### src/rtl/bcd_pkg.sv
// Shared BCD digit type, digit limits and helpers for the cascaded counter.
package bcd_pkg;

  localparam int unsigned DIGIT_W = 4;

  typedef logic [DIGIT_W-1:0] bcd_digit_t;

  localparam bcd_digit_t BCD_MAX = 4'd9;
  localparam bcd_digit_t BCD_MIN = 4'd0;

  // Force an out-of-range nibble to the largest legal decimal digit.
  function automatic bcd_digit_t bcd_clamp(input bcd_digit_t nib);
    return (nib > BCD_MAX) ? BCD_MAX : nib;
  endfunction

  // Decimal digit k of val (k = 0 is the units digit); supports up to 8 digits.
  function automatic bcd_digit_t bcd_reset_digit(input int unsigned val, input int unsigned k);
    int unsigned v;
    v = val;
    for (int unsigned i = 0; i < 8; i++) begin
      if (i < k) v = v / 10;
    end
    return bcd_digit_t'(v % 10);
  endfunction

endpackage

### src/rtl/bcd_counter_chain_if.sv
// Control and status bundle of the BCD counter chain.
interface bcd_counter_chain_if #(
  parameter int unsigned NUM_DIGITS = 4
);
  localparam int unsigned BCD_W = 4 * NUM_DIGITS;

  logic             en;
  logic             up_dn;
  logic             load;
  logic [BCD_W-1:0] load_val;
  logic [BCD_W-1:0] bcd;
  logic             count;
  logic             wrap;

  modport master (output en, up_dn, load, load_val, input bcd, count, wrap);
  modport slave  (input en, up_dn, load, load_val, output bcd, count, wrap);
endinterface

### src/rtl/bcd_digit.sv
// One BCD decade: reset/load/step register plus its direction-dependent limit flag.
module bcd_digit
  import bcd_pkg::*;
#(
  parameter bcd_digit_t RST_DIGIT = BCD_MIN
) (
  input  logic       clk,
  input  logic       reset,
  input  logic       load,
  input  bcd_digit_t load_digit,
  input  logic       step,
  input  logic       up_dn,
  output bcd_digit_t digit,
  output logic       at_limit
);

  bcd_digit_t digit_q;

  // Digit register: reset > load > step, wrapping 9->0 up and 0->9 down.
  always_ff @(posedge clk) begin
    if (reset) begin
      digit_q <= RST_DIGIT;
    end else if (load) begin
      digit_q <= bcd_clamp(load_digit);
    end else if (step) begin
      if (up_dn) digit_q <= (digit_q == BCD_MAX) ? BCD_MIN : digit_q + 4'd1;
      else       digit_q <= (digit_q == BCD_MIN) ? BCD_MAX : digit_q - 4'd1;
    end
  end

  assign digit    = digit_q;
  assign at_limit = up_dn ? (digit_q == BCD_MAX) : (digit_q == BCD_MIN);

endmodule

### src/rtl/bcd_counter_chain.sv
// Multi-digit BCD up/down counter with load, terminal count and wrap pulse.
// Optional build macro BCD_CNT_SATURATE_EN: counting holds at all-9s / all-0s
// instead of wrapping, and wrap is tied low.
module bcd_counter_chain
  import bcd_pkg::*;
#(
  parameter int unsigned NUM_DIGITS = 4,
  parameter int unsigned RESET_VAL  = 0
) (
  input logic                clk,
  input logic                reset,
  bcd_counter_chain_if.slave bus
);

  logic [NUM_DIGITS-1:0] at_limit;
  logic [NUM_DIGITS:0]   carry;
  logic                  all_limit;
  logic                  step_en;

  assign all_limit = &at_limit;
  assign bus.count = all_limit;

`ifdef BCD_CNT_SATURATE_EN
  // At the terminal value the whole chain stops instead of rolling over.
  assign step_en = bus.en & ~all_limit;
`else
  assign step_en = bus.en;
`endif

  assign carry[0] = step_en;

  // Digit k steps only when enabled and every lower digit sits at its limit.
  for (genvar k = 0; k < NUM_DIGITS; k++) begin : g_digit
    bcd_digit_t digit;

    bcd_digit #(
      .RST_DIGIT (bcd_reset_digit(RESET_VAL, k))
    ) u_digit (
      .clk        (clk),
      .reset      (reset),
      .load       (bus.load),
      .load_digit (bus.load_val[DIGIT_W*k +: DIGIT_W]),
      .step       (carry[k]),
      .up_dn      (bus.up_dn),
      .digit      (digit),
      .at_limit   (at_limit[k])
    );

    assign carry[k+1]                       = carry[k] & at_limit[k];
    assign bus.bcd[DIGIT_W*k +: DIGIT_W]    = digit;
  end

`ifdef BCD_CNT_SATURATE_EN
  assign bus.wrap = 1'b0;
`else
  logic wrap_q;

  // Wrap pulse: set for the cycle after the chain rolls past its terminal value.
  always_ff @(posedge clk) begin
    if (reset || bus.load) wrap_q <= 1'b0;
    else                   wrap_q <= carry[NUM_DIGITS];
  end

  assign bus.wrap = wrap_q;
`endif

endmodule
### src/flat_wrapper.sv
// flat-port wrapper written by rule: the top's interface ports become plain ports
module bcd_counter_chain_flat import bcd_pkg::*;
#(
  parameter int unsigned NUM_DIGITS = 4,
  parameter int unsigned RESET_VAL  = 0
)
  (clk, reset, bus_en, bus_up_dn, bus_load, bus_load_val, bus_bcd, bus_count, bus_wrap);
  bcd_counter_chain_if #(.NUM_DIGITS(NUM_DIGITS)) bus_i ();
  input logic clk;
  input logic reset;
  input wire logic [$bits(bus_i.en)-1:0] bus_en;
  input wire logic [$bits(bus_i.up_dn)-1:0] bus_up_dn;
  input wire logic [$bits(bus_i.load)-1:0] bus_load;
  input wire logic [$bits(bus_i.load_val)-1:0] bus_load_val;
  output wire logic [$bits(bus_i.bcd)-1:0] bus_bcd;
  output wire logic [$bits(bus_i.count)-1:0] bus_count;
  output wire logic [$bits(bus_i.wrap)-1:0] bus_wrap;
  assign bus_i.en = bus_en;
  assign bus_i.up_dn = bus_up_dn;
  assign bus_i.load = bus_load;
  assign bus_i.load_val = bus_load_val;
  assign bus_bcd = bus_i.bcd;
  assign bus_count = bus_i.count;
  assign bus_wrap = bus_i.wrap;
  bcd_counter_chain #(.NUM_DIGITS(NUM_DIGITS), .RESET_VAL(RESET_VAL)) u_core (.clk(clk), .reset(reset), .bus(bus_i));
endmodule
### config.mk
export PLATFORM = sky130hd
export DESIGN_NAME = bcd_counter_chain_flat
export DESIGN_NICKNAME = d
export VERILOG_FILES = /design/src/rtl/bcd_pkg.sv /design/src/rtl/bcd_counter_chain_if.sv /design/src/rtl/bcd_digit.sv /design/src/rtl/bcd_counter_chain.sv /design/src/flat_wrapper.sv
export SDC_FILE = /design/constraint.sdc
export NUM_CORES = 1
export LEC_CHECK = 0
export BUFFER_PORTS_ARGS = -buffer_cell sky130_fd_sc_hd__buf_2
export CAP_MARGIN = 20
export CORE_AREA = 2 2 76 78
export CTS_BUF_LIST = sky130_fd_sc_hd__clkbuf_8
export CTS_CLUSTER_DIAMETER = 100
export DETAILED_ROUTE_END_ITERATION = 7
export DIE_AREA = 0 0 78 80
export GPL_TIMING_DRIVEN = 0
export HOLD_SLACK_MARGIN = 0.06
export MAX_ROUTING_LAYER = met4
export SLEW_MARGIN = 15
export SYNTH_ARGS = -nofsm -noshare
export SYNTH_HDL_FRONTEND = slang
export SYNTH_SLANG_ARGS = --single-unit
### constraint.sdc
create_clock -name clk -period 2.8 [get_ports clk]
set_input_delay 0.84 -clock clk [delete_from_list [all_inputs] [get_ports clk]]
set_output_delay 0.84 -clock clk [all_outputs]
set_load 0.05 [all_outputs]
### Yosys cells after proc, flatten, opt, wreduce, memory -nomap -nowiden

Index checks and enable logic that the tools add are counted.

* $add $sub $neg: 8
* magnitude comparators: 4
* equality and inequality tests: 4
* mux-type cells: 28
* bitwise operators: 4
* reductions and logical operators: 10

Operators by type and width (count)
* $mux W4: 24
* $add A4 B1 Y4 const B: 4
* $eq A4 B4 Y1 const B: 4
* $gt A4 B4 Y1 const B: 4
* $logic_not A4 Y1: 4
* $sub A4 B1 Y4 const B: 4
* $reduce_bool A2 Y1: 4
* $and A1 B1 Y1: 4
* $mux W1: 4
* $reduce_and A4 Y1: 1
* $logic_or A1 B1 Y1: 1

* register bits: 17
* logic and storage cells: 63

### Logic depth before layout (Yosys ltp)

* depth in word-level cells: 7
* mapped depth: 8
* depth with buffers taken out: 5

### Hierarchy

From an unflattened synthesis, not the netlist that was laid out.

* cell total of the unflattened synthesis: 179
* area total of the unflattened synthesis: 1506.4 µm²

Modules (own cells, without submodules)
* bcd_digit: times used 4, cells an instance 43, area an instance 361.6 µm²
* bcd_counter_chain: times used 1, cells an instance 7, area an instance 60.1 µm²

### Worst setup path after synthesis

No wires, ideal clock.

* kind: in2out
* start: in bus_up_dn
* end: out bus_count
* arrival time: 2.785 ns
* data required time: 1.960 ns
* setup slack: -0.825 ns
* cell stages on the path: 5
* path buffers: 1
* cell sequence: buf_2 -> or3_4 -> a211oi_4 -> nand2_1 -> nor3_1

* longest elaborated chain between the ends: 2
* elaborated cells on any way between the ends: 5
* classes of those cells: 4 x mux; 1 x reduce/logical

Ends and longest elaborated chain
* start: declaration: RTL line flat_wrapper.sv:12 `input wire logic [$bits(bus_i.up_dn)-1:0] bus_up_dn;`
* $mux W1: RTL line bcd_digit.sv:32 `assign at_limit = up_dn ? (digit_q == BCD_MAX) : (digit_q == BCD_MIN);`
* $reduce_and A4 Y1 *: RTL line bcd_counter_chain.sv:20 `assign all_limit = &at_limit;`
* end: declaration: RTL line flat_wrapper.sv:16 `output wire logic [$bits(bus_i.count)-1:0] bus_count;`

Every way passes the cells marked *; elsewhere a longest branch is shown, timed or not.

### Final worst setup path

Same ends and word-level chain as after synthesis.

==> results.yml <==
yosys:
  ys.flop_type: "dfxtp_1"
  ys_types: 55
  synth_nets: 233
  ys_seq_area_share_pct: 22.1
  async_flop_share_pct: 0
  synth_area_per_cell_sq_um: 7.25
  yosys_warnings: 0
  synth_edf_count: 0
  synth_seq_cells: 17
  syn_inst: 212
  syn_area_sq_um: 1540
worst_hold_path:
  hold_start: "u_core.g_digit[3].u_digit.digit[3]"
  hold_path_class: "register to register"
  hold_depth: 3
  min_to: "u_core.g_digit[3].u_digit.digit[3]"
floorplanning:
  row_count: 27
  num_io_pins: 39
  fp.dieW_um: 78
  core_sq_um: 5410
  chipHeight_um: 80
  dieArea_sq_um: 6240
  start_util_pct: 28.4
cts:
  cts.clk_slew.worst_paths_ns: 0.07
  clock_sinks: 17
  cts_tree: "done"
  cts_max_level: 1
  cts_buffers: 3
  clock_latency_ns: 0.26
  root_buffer: "clkbuf_8"
  cts_buffer_depth: 2
  cts_hold_buf: 0
power_and_ir_drop:
  p_per_area_nw_per_um2: 398
  peakVddDrop_uv: 170
  total_power_uw: 757
  leakagePower_nw: 0.783
outcome:
  status: "finished with violations"
  violations: "setup timing"
global_route:
  met1_usage_pct: 19.4
  grt_pass1_vias: 1511
  overflow: 0
  antenna_found_initial: 0
  gr-usage-met2_pct: 22.2
  grt_start_max_net_pins: 11
  met3_usage_pct: 2.15
  grt_pass1_wl_mm: 7.05
  busiest_layer: "met2"
  grt_usage_pct: 14.5
drt:
  num_vias: 1646
  drtIter0Drc: 168
  wl_per_cell_um: 13.1
  ant_nets: 0
  vias_per_cell: 5.08
  wirelength_mm: 4.24
  drc: 0
  firstDrtPassIters: 4
timing:
  slew-limit-headroom_pct: 56.0
  slew_viol_final: 0
  min_period_over_period_pct: 101
  rsz0062_at_grt: "yes"
  worst_slew_pin_slew_ns: 0.659
  fin_crit_ns: 2.82
  final_hold_viol_count: 0
  hold_ws_ns: 0.700
  fin_ws_ns: -0.0190
  fin_tns_setup_ns: -0.0190
  setup_viol: 1
  skew_ns: 0.00453
  fmax_mhz: 355
critical_path:
  worst_setup_path_start_kind: "input port"
  crit_type: "input port to output port"
  crit_chain: "buf_12, or3_4, a211oi_4, nand2_2, nor3_4, buf_6"
  reg2reg_to: "u_core.g_digit[2].u_digit.digit[1]"
  cp.arrival_ns: 1.98
  end_kind: "output port"
  rr_worst_depth: 6
  worstPathMaxFanout: 10
  reg2reg_slack_ns: 0.73
  cp_slowest_stage_delay_ns: 0.34
  crit_slowest_cell: "or3_4"
  r2r-start: "u_core.g_digit[0].u_digit.digit[0]"
  crit_required_ns: 1.96
layout:
  insertedDiodeCount: 0
  finalInstanceArea_sq_um: 1900
  syn_to_final_growth_pct: 23.7
  finalNonFillerCells: 324
  drive_gt1_share_pct: 25.8
  layout.nets: 274
  utilization_pct: 35.2
place:
  dpl.hpwl_mm: 3.06
  place_ws_ns: -0.286
  dpl_cell_area_sq_um: 1810
  port_buffers: 35
  gp_congestion: 0.828
  placed_cells: 319
run:
  drv_cap: 0
synthesized netlist by cell type (4+ instances only):
cell      instances  share of area, %
o21ai_0          19               6.2
dfxtp_1          17                22
nor2_1           17               4.1
nand2_1          16               3.9
clkbuf_1         11               2.7
a21oi_1          10               3.3
nand3_1           9               2.9
inv_1             8               2.0
o22ai_1           7               2.8
nor2b_1           6               2.4
nor3_1            6               2.0
and2_1            5               2.0
buf_1             4              0.98
buf_2             4               1.3
mux2i_1           4               2.6
xnor2_1           4               2.3
worst max-delay path, delay by kind of cell:
kind,cells,cell delay (ns)
compound gates,1,0.27
buf+inv,2,0.29
simple gates,3,0.57
kinds of logic after synthesis:
group                     after synthesis  share of synthesized area, %
DFF                                    17                          22.1
AOI/OAI and AO/OA                      67                          31.3
xor gates and xnor gates                7                          3.99
muxes                                   6                          4.07
and+or+nand+nor                        84                          29.7
buffers and inverters                  31                          8.79
how the worst max path moves through the flow:
| stage | from | endpoint | cells past startpoint | slack [ns] |
|---|---|---|---|---|
| finish | bus_up_dn | bus_count | 6 | -0.02 |
| global placement | bus_up_dn | bus_count | 6 | -0.29 |
| detailed placement | bus_up_dn | bus_count | 6 | -0.29 |
| global route | bus_up_dn | bus_count | 6 | -0.08 |
| CTS | bus_up_dn | bus_count | 6 | -0.06 |
| floorplan | bus_up_dn | bus_count | 5 | -0.22 |
flip-flops by register name (all words and copies together), names as in the netlist:
signal,flops
u_core.g_digit.u_digit.digit,16
u_core.bus.wrap,1
layer usage:
layer	routed length [um]	part of all wire (%)	vias up
met5	0	0	-
met4	80	1.9	0
met1	2050	48	749
met3	264	6.2	7
met2	1850	44	45
li1	-	-	845
cell type report:
cell class	instances	area (sq um)
clock inverters	1	5.00
inverters	8	30.0
multi-input cells	164	1080
flip-flops and latches	17	340
clock buffers	3	41.3
well taps	72	90.1
plain buffers	23	125
repair buffers	36	189
fillers	613	3500
layout by cell type (no fill, tap or decap), types with 2 or more instances in the layout:
cell      netlist  routed
buf_4           1       4
buf_6           1       2
a21oi_1        10      10
mux2_2          2       2
xor2_1          3       3
inv_1           8       8
xnor2_1         4       4
nand2_1        16      15
o21a_1          3       3
a311o_1         3       3
mux2i_1         4       4
nand3b_1        3       3
o21ai_0        19      18
o22ai_1         7       7
a31oi_1         2       2
clkbuf_1       11      11
dfxtp_1        17      17
o211a_1         2       2
nor4_1          3       3
nand2b_1        3       3
nor2_1         17      17
or2_2           3       3
nor3_2          1       2
buf_1           4       4
nor3_1          6       4
nor2b_1         6       6
a221oi_1        3       3
clkbuf_8        0       3
buf_2           4      35
nand3_1         9       9
and3_1          3       3
a22oi_1         2       2
nand4b_1        2       2
and2_1          5       5
a22o_1          3       3
clkbuf_2        2       2
what timing repair did:
item,in CTS,in global routing
setup buffers,1,0
setup endpoints to repair,1,1
resized for setup,10,1
hold endpoints to repair,0,0
pin swaps,3,3
power by group:
part	switching [mW]	internal, mW
logic	0.186	0.104
clock network	0.0979	0.0992
registers	0.0127	0.257
total	0.297	0.460
Note: power is estimated with default switching activity, not from simulation.
